**src/rtl/mcs51_xbus_pkg.sv**
```systemverilog
// Shared types and constants for the MCS-51 external-bus cycle sequencer.
package mcs51_xbus_pkg;

    localparam int CNT_W = 4;

    typedef enum logic [2:0] {
        ST_IDLE  = 3'd0,
        ST_ADDR  = 3'd1,
        ST_HOLD  = 3'd2,
        ST_STRB  = 3'd3,
        ST_RECOV = 3'd4
    } xb_state_e;

    typedef enum logic [1:0] {
        XB_FETCH = 2'b00,
        XB_READ  = 2'b01,
        XB_WRITE = 2'b10
    } xb_kind_e;

    // The reserved encoding 2'b11 runs as an ordinary data read.
    function automatic xb_kind_e kind_decode(input logic [1:0] kind);
        xb_kind_e k;
        case (kind)
            2'b00:   k = XB_FETCH;
            2'b10:   k = XB_WRITE;
            default: k = XB_READ;
        endcase
        return k;
    endfunction

endpackage

```
**src/rtl/mcs51_xbus_seq_phase_cnt.sv**
```systemverilog
// Loadable down-counter with zero flag that times every phase of the bus cycle.
module xbus_phase_cnt
    import mcs51_xbus_pkg::*;
(
    input  logic             clk,
    input  logic             nrst,
    input  logic             load,
    input  logic [CNT_W-1:0] load_val,
    input  logic             dec,
    output logic             zero
);

    logic [CNT_W-1:0] cnt_r;

    // Load has priority; the count saturates at zero so wait states can park on it.
    always_ff @(posedge clk) begin
        if (!nrst) begin
            cnt_r <= {CNT_W{1'b0}};
        end else if (load) begin
            cnt_r <= load_val;
        end else if (dec && (cnt_r != {CNT_W{1'b0}})) begin
            cnt_r <= cnt_r - {{(CNT_W-1){1'b0}}, 1'b1};
        end else begin
            cnt_r <= cnt_r;
        end
    end

    assign zero = (cnt_r == {CNT_W{1'b0}});

endmodule

```
**src/rtl/mcs51_xbus_seq.sv**
```systemverilog
// 8051-style multiplexed external bus cycle sequencer (P0/P2, ALE, PSEN_n, RD_n, WR_n).
// Optional READY wait-state input is enabled by defining MCS51_XBUS_WAIT_EN.
module mcs51_xbus_seq
    import mcs51_xbus_pkg::*;
#(
    parameter int ALE_CYC  = 2,
    parameter int HOLD_CYC = 1,
    parameter int STRB_CYC = 3
) (
    input  logic        CLK,
    input  logic        nRST,
    input  logic        REQ,
    input  logic [1:0]  KIND,
    input  logic [15:0] ADDR,
    input  logic [7:0]  WDATA,
`ifdef MCS51_XBUS_WAIT_EN
    input  logic        READY,
`endif
    output logic        BUSY,
    output logic        ACK,
    output logic [7:0]  RDATA,
    output logic        ALE,
    output logic        PSEN_n,
    output logic        RD_n,
    output logic        WR_n,
    output logic [7:0]  P0_OUT,
    output logic        P0_OE,
    input  logic [7:0]  P0_IN,
    output logic [7:0]  P2_OUT
);

    localparam logic [CNT_W-1:0] ALE_LD  = CNT_W'(ALE_CYC - 1);
    localparam logic [CNT_W-1:0] HOLD_LD = CNT_W'(HOLD_CYC - 1);
    localparam logic [CNT_W-1:0] STRB_LD = CNT_W'(STRB_CYC - 1);

    xb_state_e  state_r;
    xb_kind_e   kind_r;
    logic [7:0] wdata_r;
    logic       busy_r;
    logic       ack_r;
    logic [7:0] rdata_r;
    logic       ale_r;
    logic       psen_n_r;
    logic       rd_n_r;
    logic       wr_n_r;
    logic [7:0] p0_out_r;
    logic       p0_oe_r;
    logic [7:0] p2_out_r;

    logic             cnt_load_s;
    logic [CNT_W-1:0] cnt_val_s;
    logic             cnt_dec_s;
    logic             cnt_zero_s;
    logic             ready_s;
    logic             strb_done_s;

`ifdef MCS51_XBUS_WAIT_EN
    assign ready_s = READY;
`else
    assign ready_s = 1'b1;
`endif

    assign strb_done_s = cnt_zero_s & ready_s;
    assign cnt_dec_s   = (state_r != ST_IDLE);

    // Phase counter reload at each phase entry.
    always_comb begin
        cnt_load_s = 1'b0;
        cnt_val_s  = {CNT_W{1'b0}};
        case (state_r)
            ST_IDLE: begin
                if (REQ) begin
                    cnt_load_s = 1'b1;
                    cnt_val_s  = ALE_LD;
                end else begin
                    cnt_load_s = 1'b0;
                end
            end
            ST_ADDR: begin
                if (cnt_zero_s) begin
                    cnt_load_s = 1'b1;
                    cnt_val_s  = HOLD_LD;
                end else begin
                    cnt_load_s = 1'b0;
                end
            end
            ST_HOLD: begin
                if (cnt_zero_s) begin
                    cnt_load_s = 1'b1;
                    cnt_val_s  = STRB_LD;
                end else begin
                    cnt_load_s = 1'b0;
                end
            end
            default: cnt_load_s = 1'b0;
        endcase
    end

    xbus_phase_cnt u_phase_cnt (
        .clk      (CLK),
        .nrst     (nRST),
        .load     (cnt_load_s),
        .load_val (cnt_val_s),
        .dec      (cnt_dec_s),
        .zero     (cnt_zero_s)
    );

    // Sequencer FSM; every pad-facing output is set on the edge that enters its phase.
    always_ff @(posedge CLK) begin
        if (!nRST) begin
            state_r  <= ST_IDLE;
            kind_r   <= XB_FETCH;
            wdata_r  <= 8'h00;
            busy_r   <= 1'b0;
            ack_r    <= 1'b0;
            rdata_r  <= 8'h00;
            ale_r    <= 1'b0;
            psen_n_r <= 1'b1;
            rd_n_r   <= 1'b1;
            wr_n_r   <= 1'b1;
            p0_out_r <= 8'hFF;
            p0_oe_r  <= 1'b0;
            p2_out_r <= 8'h00;
        end else begin
            ack_r <= 1'b0;
            case (state_r)
                ST_IDLE: begin
                    if (REQ) begin
                        state_r  <= ST_ADDR;
                        kind_r   <= kind_decode(KIND);
                        wdata_r  <= WDATA;
                        busy_r   <= 1'b1;
                        ale_r    <= 1'b1;
                        p0_oe_r  <= 1'b1;
                        p0_out_r <= ADDR[7:0];
                        p2_out_r <= ADDR[15:8];
                    end
                end
                ST_ADDR: begin
                    if (cnt_zero_s) begin
                        state_r <= ST_HOLD;
                        ale_r   <= 1'b0;
                    end
                end
                ST_HOLD: begin
                    if (cnt_zero_s) begin
                        state_r <= ST_STRB;
                        case (kind_r)
                            XB_FETCH: begin
                                psen_n_r <= 1'b0;
                                p0_oe_r  <= 1'b0;
                            end
                            XB_WRITE: begin
                                wr_n_r   <= 1'b0;
                                p0_out_r <= wdata_r;
                            end
                            default: begin
                                rd_n_r  <= 1'b0;
                                p0_oe_r <= 1'b0;
                            end
                        endcase
                    end
                end
                ST_STRB: begin
                    if (strb_done_s) begin
                        state_r  <= ST_RECOV;
                        psen_n_r <= 1'b1;
                        rd_n_r   <= 1'b1;
                        wr_n_r   <= 1'b1;
                        ack_r    <= 1'b1;
                        if (kind_r != XB_WRITE) begin
                            rdata_r <= P0_IN;
                        end
                    end
                end
                ST_RECOV: begin
                    // Write data was held through recovery; release the bus now.
                    state_r  <= ST_IDLE;
                    busy_r   <= 1'b0;
                    p0_oe_r  <= 1'b0;
                    p0_out_r <= 8'hFF;
                end
                default: begin
                    state_r  <= ST_IDLE;
                    busy_r   <= 1'b0;
                    ale_r    <= 1'b0;
                    psen_n_r <= 1'b1;
                    rd_n_r   <= 1'b1;
                    wr_n_r   <= 1'b1;
                    p0_oe_r  <= 1'b0;
                    p0_out_r <= 8'hFF;
                end
            endcase
        end
    end

    assign BUSY   = busy_r;
    assign ACK    = ack_r;
    assign RDATA  = rdata_r;
    assign ALE    = ale_r;
    assign PSEN_n = psen_n_r;
    assign RD_n   = rd_n_r;
    assign WR_n   = wr_n_r;
    assign P0_OUT = p0_out_r;
    assign P0_OE  = p0_oe_r;
    assign P2_OUT = p2_out_r;

endmodule
```
**config.mk**
```make
export PLATFORM = sky130hd
export DESIGN_NAME = mcs51_xbus_seq
export DESIGN_NICKNAME = d
export VERILOG_FILES = /design/src/rtl/mcs51_xbus_pkg.sv /design/src/rtl/mcs51_xbus_seq_phase_cnt.sv /design/src/rtl/mcs51_xbus_seq.sv
export SDC_FILE = /design/constraint.sdc
export NUM_CORES = 1
export LEC_CHECK = 0
export CAP_MARGIN = 10
export CORE_MARGIN = 5
export CORE_UTILIZATION = 48
export CTS_BUF_LIST = sky130_fd_sc_hd__clkbuf_4
export DETAILED_ROUTE_END_ITERATION = 6
export PLACE_DENSITY = 0.9
export SLEW_MARGIN = 30
export SYNTH_ARGS = -nofsm -noshare
export SYNTH_HDL_FRONTEND = slang
export SYNTH_SLANG_ARGS = --single-unit
```
**constraint.sdc**
```tcl
create_clock -name CLK -period 2.1 [get_ports CLK]
set_input_delay 0.63 -clock CLK [delete_from_list [all_inputs] [get_ports CLK]]
set_output_delay 0.63 -clock CLK [all_outputs]
set_load 0.1 [all_outputs]
```
==> After elaboration in Yosys (flattened, before gate mapping) <==
Cells that the tools add are included.
{ "classes": {"eq_ne": 15, "muxes": 35, "add_sub_neg": 1, "bitwise_logic": 4, "reduce_logical": 25} }
{ "op_table": {"columns": ["cell", "n"], "rows": [
  ["two-way mux 8 bit", 3],
  ["case mux 8 bit (3 select lines)", 1],
  ["AND reduction 4 bit", 6],
  ["!= test 2 bit (second input constant)", 8],
  ["case mux 1 bit (3 select lines)", 5],
  ["two-way mux 1 bit", 14],
  ["two-way mux 3 bit", 4],
  ["case mux 3 bit (4 select lines)", 1],
  ["OR reduction 3 bit", 3],
  ["two-way mux 4 bit", 2],
  ["case mux 2 bit (2 select lines)", 2],
  ["== test 3 x 2 -> 1 bit (second input constant)", 2],
  ["AND reduction 2 bit", 3],
  ["AND reduction 3 bit", 2],
  ["OR reduction 2 bit", 3],
  ["== test 2 bit (second input constant)", 2],
  ["logical NOT 2 bit", 2],
  ["logical NOT 4 bit", 1],
  ["NOT 1 bit", 4],
  ["case mux 1 bit (2 select lines)", 2],
  ["nonzero test 4 bit", 1],
  ["subtractor 4 x 1 -> 4 bit (second input constant)", 1],
  ["== test 3 x 1 -> 1 bit (second input constant)", 1],
  ["== test 3 bit (second input constant)", 1],
  ["6 further kinds", 6]
]} }
{ "word_totals": {"reg_bits": 48, "wordCells": 94, "inputBits": 37, "out_inout_bits": 31} }

==> Depth between registers and ports, before layout <==
{ "depth": {"depth_word": 5, "mapped_depth": 7} }

==> Modules after synthesis <==
Synthesis repeated with hierarchy kept, for this count alone.
{ "hier_totals": {"hier_cells": 233, "area_unflattened_um2": 2018.2} }
{ "modules_own_cells": {"columns": ["module", "n_inst", "seq_area_each_um2", "area_per_inst_um2", "cells_per_inst"], "rows": [
  ["mcs51_xbus_seq", 1, 880.8, 1761.7, 202],
  ["xbus_phase_cnt", 1, 80.1, 256.5, 31]
]} }

==> Least setup slack after synthesis <==
Ideal clock, no wire load.
{ "synth_path": {"path_type": "reg2out", "start": "reg p0_out_r[6], in the netlist P0_OUT[6]", "end": "out P0_OUT[6]", "arrival_ns": 0.968, "path_slack_ns": 0.502, "path_stages_with_launch": 1, "required_ns": 1.470, "cell_sequence": "dfxtp_1"} }
{ "synth_rtl": {"columns": ["item", "line", "rtl"], "rows": [
  ["from (decl)", "mcs51_xbus_seq.sv:46", "logic [7:0] p0_out_r;"],
  ["from (signal assigned)", "mcs51_xbus_seq.sv:135", "p0_out_r <= ADDR[7:0];"],
  ["from (signal assigned)", "mcs51_xbus_seq.sv:155", "p0_out_r <= wdata_r;"],
  ["to (decl)", "mcs51_xbus_seq.sv:26", "output logic [7:0] P0_OUT,"]
]} }
No word-level cell between the ends.

==> Final worst setup path <==
{ "layout_path": {"start": "reg u_phase_cnt.cnt_r[0]", "end": "reg u_phase_cnt.cnt_r[2]"} }
{ "layout_via": {"elab_chain_len": 4, "elab_cells_between_ends": 9} }
{ "layout_rtl": {"columns": ["item", "line", "rtl"], "rows": [
  ["from (decl)", "mcs51_xbus_seq_phase_cnt.sv:13", "logic [CNT_W-1:0] cnt_r;"],
  ["from (signal assigned)", "mcs51_xbus_seq_phase_cnt.sv:18", "cnt_r <= {CNT_W{1'b0}};"],
  ["from (signal assigned)", "mcs51_xbus_seq_phase_cnt.sv:20", "cnt_r <= load_val;"],
  ["from (signal assigned)", "mcs51_xbus_seq_phase_cnt.sv:22", "cnt_r <= cnt_r - {{(CNT_W-1){1'b0}}, 1'b1};"],
  ["parallel branches: the longest is 4 deep, another holds subtractor 4 x 1 -> 4 bit", null, null]
]} }
Several ways; the timed one is not identified. The select of a mux whose other input is x is not followed.
A chain may end at the register's enable or synchronous reset.

==> out/results.tsv <==
stage	metric	value	unit
place	io_buffers	67	
layout	fillers	283	
timing	rsz0062_at_grt	false	
yosys	synthTopCellsByCount	48 x dfxtp_1, 36 x nand2_1, 13 x a21oi_1, 12 x nand2_2	
grt	grt_usage	18.36	%
job	drv_cap	0	
outcome	status	complete, no violations	
timing	clock_skew	0.02044	ns
clock_tree	root_buffer	clkbuf_4	
yosys	ys.flop_type	dfxtp_1	
worst_setup_path	cp.required	2.37	ns
clock_tree	hold_buffers	0	
route	ant_nets	0	
clock_tree	cts_made_buffers	5	
layout	final_nets	344	
clock_tree	clk_pin_slew	0.15	ns
route	viasPerCell	5.340	
timing	final_max_slew_viol_count	0	
floorplan	die_x	77.35	um
grt	grt_max_degree	23	
yosys	yosys_warnings	0	
yosys	syn-num-nets	277	
grt	antenna_found_initial	0	
grt	grt_overflow	0	
yosys	synth.most_common_cell	dfxtp_1	
timing	setup_violations	0	
route	wl	5388	um
timing	period_needed	1.796	ns
power_and_ir_drop	p_leak	1.217	nW
clock_tree	cts_tree	done	
worst_setup_path	critPathMaxStageDelay	0.41	ns
worst_setup_path	crit_path_start_kind	flop	
clock_tree	cts_setup_buffers	0	
worst_setup_path	path_cells	inv_1 > ha_1 > nor3b_4 > nand2_2 > o311ai_2 > a21oi_1	
layout	regArea	960.9	sq um
worst_setup_path	worstSetupPathType	flop to flop	
timing	post-route-period-util	85.51	%
worst_setup_path	worstPathArrival	2.06	ns
floorplan	chipHeight	77.35	um
clock_tree	clk_latency	0.37	ns
yosys	synthesis.instances	239	
route	wl_per_cell	15.01	um
yosys	synth_cell_types	42	
worst_setup_path	critPathBufInv	1	
route	dr.pass1.iters	4	
route	vias	1917	
grt	grt_pass1_wl	8990	um
power_and_ir_drop	power_density	1321	mW/mm^2
yosys	postSynthAreaPerCell	9.109	sq um
clock_tree	htree_levels	2	
yosys	yosys.area.top_type	dfxtp_1	
place	dp_hpwl	4173	um
yosys	async_flop_share	0	%
layout	fin_util	74.00	%
yosys	synth_edf_count	0	
worst_setup_path	crit_fanout	9	
place	place_congestion	0.8043	
worst_setup_path	critPathTopFamily	simple AND/OR/NAND/NOR gates	
route	drc_errors	0	
timing	worst_pin_slew	0.5812	ns
yosys	synthTopCellsByArea	dfxtp_1 44%, nand2_1 6.2%, mux2i_1 4.1%	
layout	syn_to_final_growth	49.02	%
clock_tree	clk_path_buf_depth	2	
worst_setup_path	reg2reg_slack	0.30	ns
floorplan	rows	24	
timing	fmaxAchievable	556.9	MHz
grt	grt_pass1_vias	1936	
clock_tree	cts.sinks	48	
clock_tree	cts_resized	0	
yosys	synth_top_area_share	44.14	%
yosys	synth_area	0.002177	sq mm
timing	maxSlewHeadroom	61.20	%
timing	tns	0	ns
power_and_ir_drop	irDropWorstVdd	731.3	uV
floorplan	core	0.004384	sq mm
floorplan	start_util	49.66	%
timing	hold_violations	0	
floorplan	dieArea	0.005982	sq mm
yosys	ys_seq_area_share	44.14	%
layout	drive_gt1_share	26.06	%
layout	antennaDiodeCount	0	
timing	holdWs	0.4723	ns
worst_setup_path	end_kind	flop	
yosys	ys_ff_latch	48	
worst_setup_path	slowest_stage	nor3b_4	
worst_hold_path	min_path_type	flop to flop	
layout	multi_input_area	0.001075	sq mm
route	detail_route.iter0.violations	150	
floorplan	io_pins	68	
path summary, 6_finish.rpt:
check	cells after the start	from	endpoint
worst max-delay path	6	u_phase_cnt.cnt_r[0]$_SDFFE_PN0P_	u_phase_cnt.cnt_r[2]$_SDFFE_PN0P_
worst min-delay path	2	wdata_r[3]$_SDFFE_PN0P_	wdata_r[3]$_SDFFE_PN0P_
worst max register to register	6	u_phase_cnt.cnt_r[0]$_SDFFE_PN0P_	u_phase_cnt.cnt_r[2]$_SDFFE_PN0P_
worst min register to register	2	wdata_r[3]$_SDFFE_PN0P_	wdata_r[3]$_SDFFE_PN0P_
flip-flops by register name, indices dropped and copies added, names as in the netlist, 2 cells and up:
register	cells
wdata_r	8
P0_OUT	8
u_phase_cnt.cnt_r	4
kind_r	2
state_r	3
RDATA	8
P2_OUT	8
worst min-delay path, cell delays in order, from the launching register on:
cell and delay (ns):
dfxtp_1 0.34, nand2_1 0.05, a21oi_1 0.05
metrics by stage:
step | std cells | power [mW] | setup WS [ns] | cell area, sq um
3_5_place_dp | 351 | 3.873 | 0.05732 | 3188
6_report | 359 | 4.286 | 0.3043 | 3244
2_1_floorplan | 239 | 3.091 | 0.5024 | 2177
5_1_grt | 359 | 4.519 | 0.09774 | 3244
4_1_cts | 359 | 4.304 | 0.2970 | 3244
3_3_place_gp | 351 | 3.809 | 0.1591 | 3188
placed cells by master, fill, tap and decap left out, types with 10 or more instances in the layout:
| cell | synthesis | routed |
|---|---|---|
| dfxtp_1 | 48 | 48 |
| clkdlybuf4s50_1 | 0 | 36 |
| a31oi_1 | 10 | 10 |
| a21oi_2 | 10 | 10 |
| nand3_1 | 10 | 10 |
| nand2_2 | 12 | 12 |
| a21oi_1 | 13 | 13 |
| nand2_1 | 36 | 36 |
| nor2_1 | 10 | 10 |
| buf_12 | 0 | 32 |
cell type report:
| class | count | share of cell area [%] |
|---|---|---|
| clock inverters | 2 | 0.3471 |
| inverters | 7 | 0.8099 |
| flip-flops and latches | 48 | 29.62 |
| clock buffers | 6 | 1.388 |
| well taps | 52 | 2.005 |
| multi-input cells | 168 | 33.13 |
| repair buffers | 76 | 32.70 |
per-layer routing:
| layer | up-vias | share of wire (%) | track usage (%) |
|---|---|---|---|
| met5 | - | 0 | 0 |
| li1 | 976 | - | - |
| met4 | 0 | 1.2 | 6.357 |
| met1 | 876 | 38 | 20.13 |
| met3 | 7 | 8.0 | 6.713 |
| met2 | 58 | 52 | 32.49 |
power breakdown:
group          switching [mW]  total [mW]  internal [mW]
combinational            1.52        2.48          0.954
clock                   0.293       0.434          0.141
sequential              0.268        1.37           1.11
total                    2.09        4.29           2.20
kinds of logic after synthesis:
group | Yosys count | share of synthesized area (%)
mux | 9 | 4.138
xor+xnor | 1 | 0.4024
compound gates | 62 | 19.08
fa+ha+maj | 1 | 0.5746
buf+inv | 23 | 6.494
flops | 48 | 44.14
simple gates | 95 | 25.17
No activity file was read; power rests on OpenSTA's default activity.
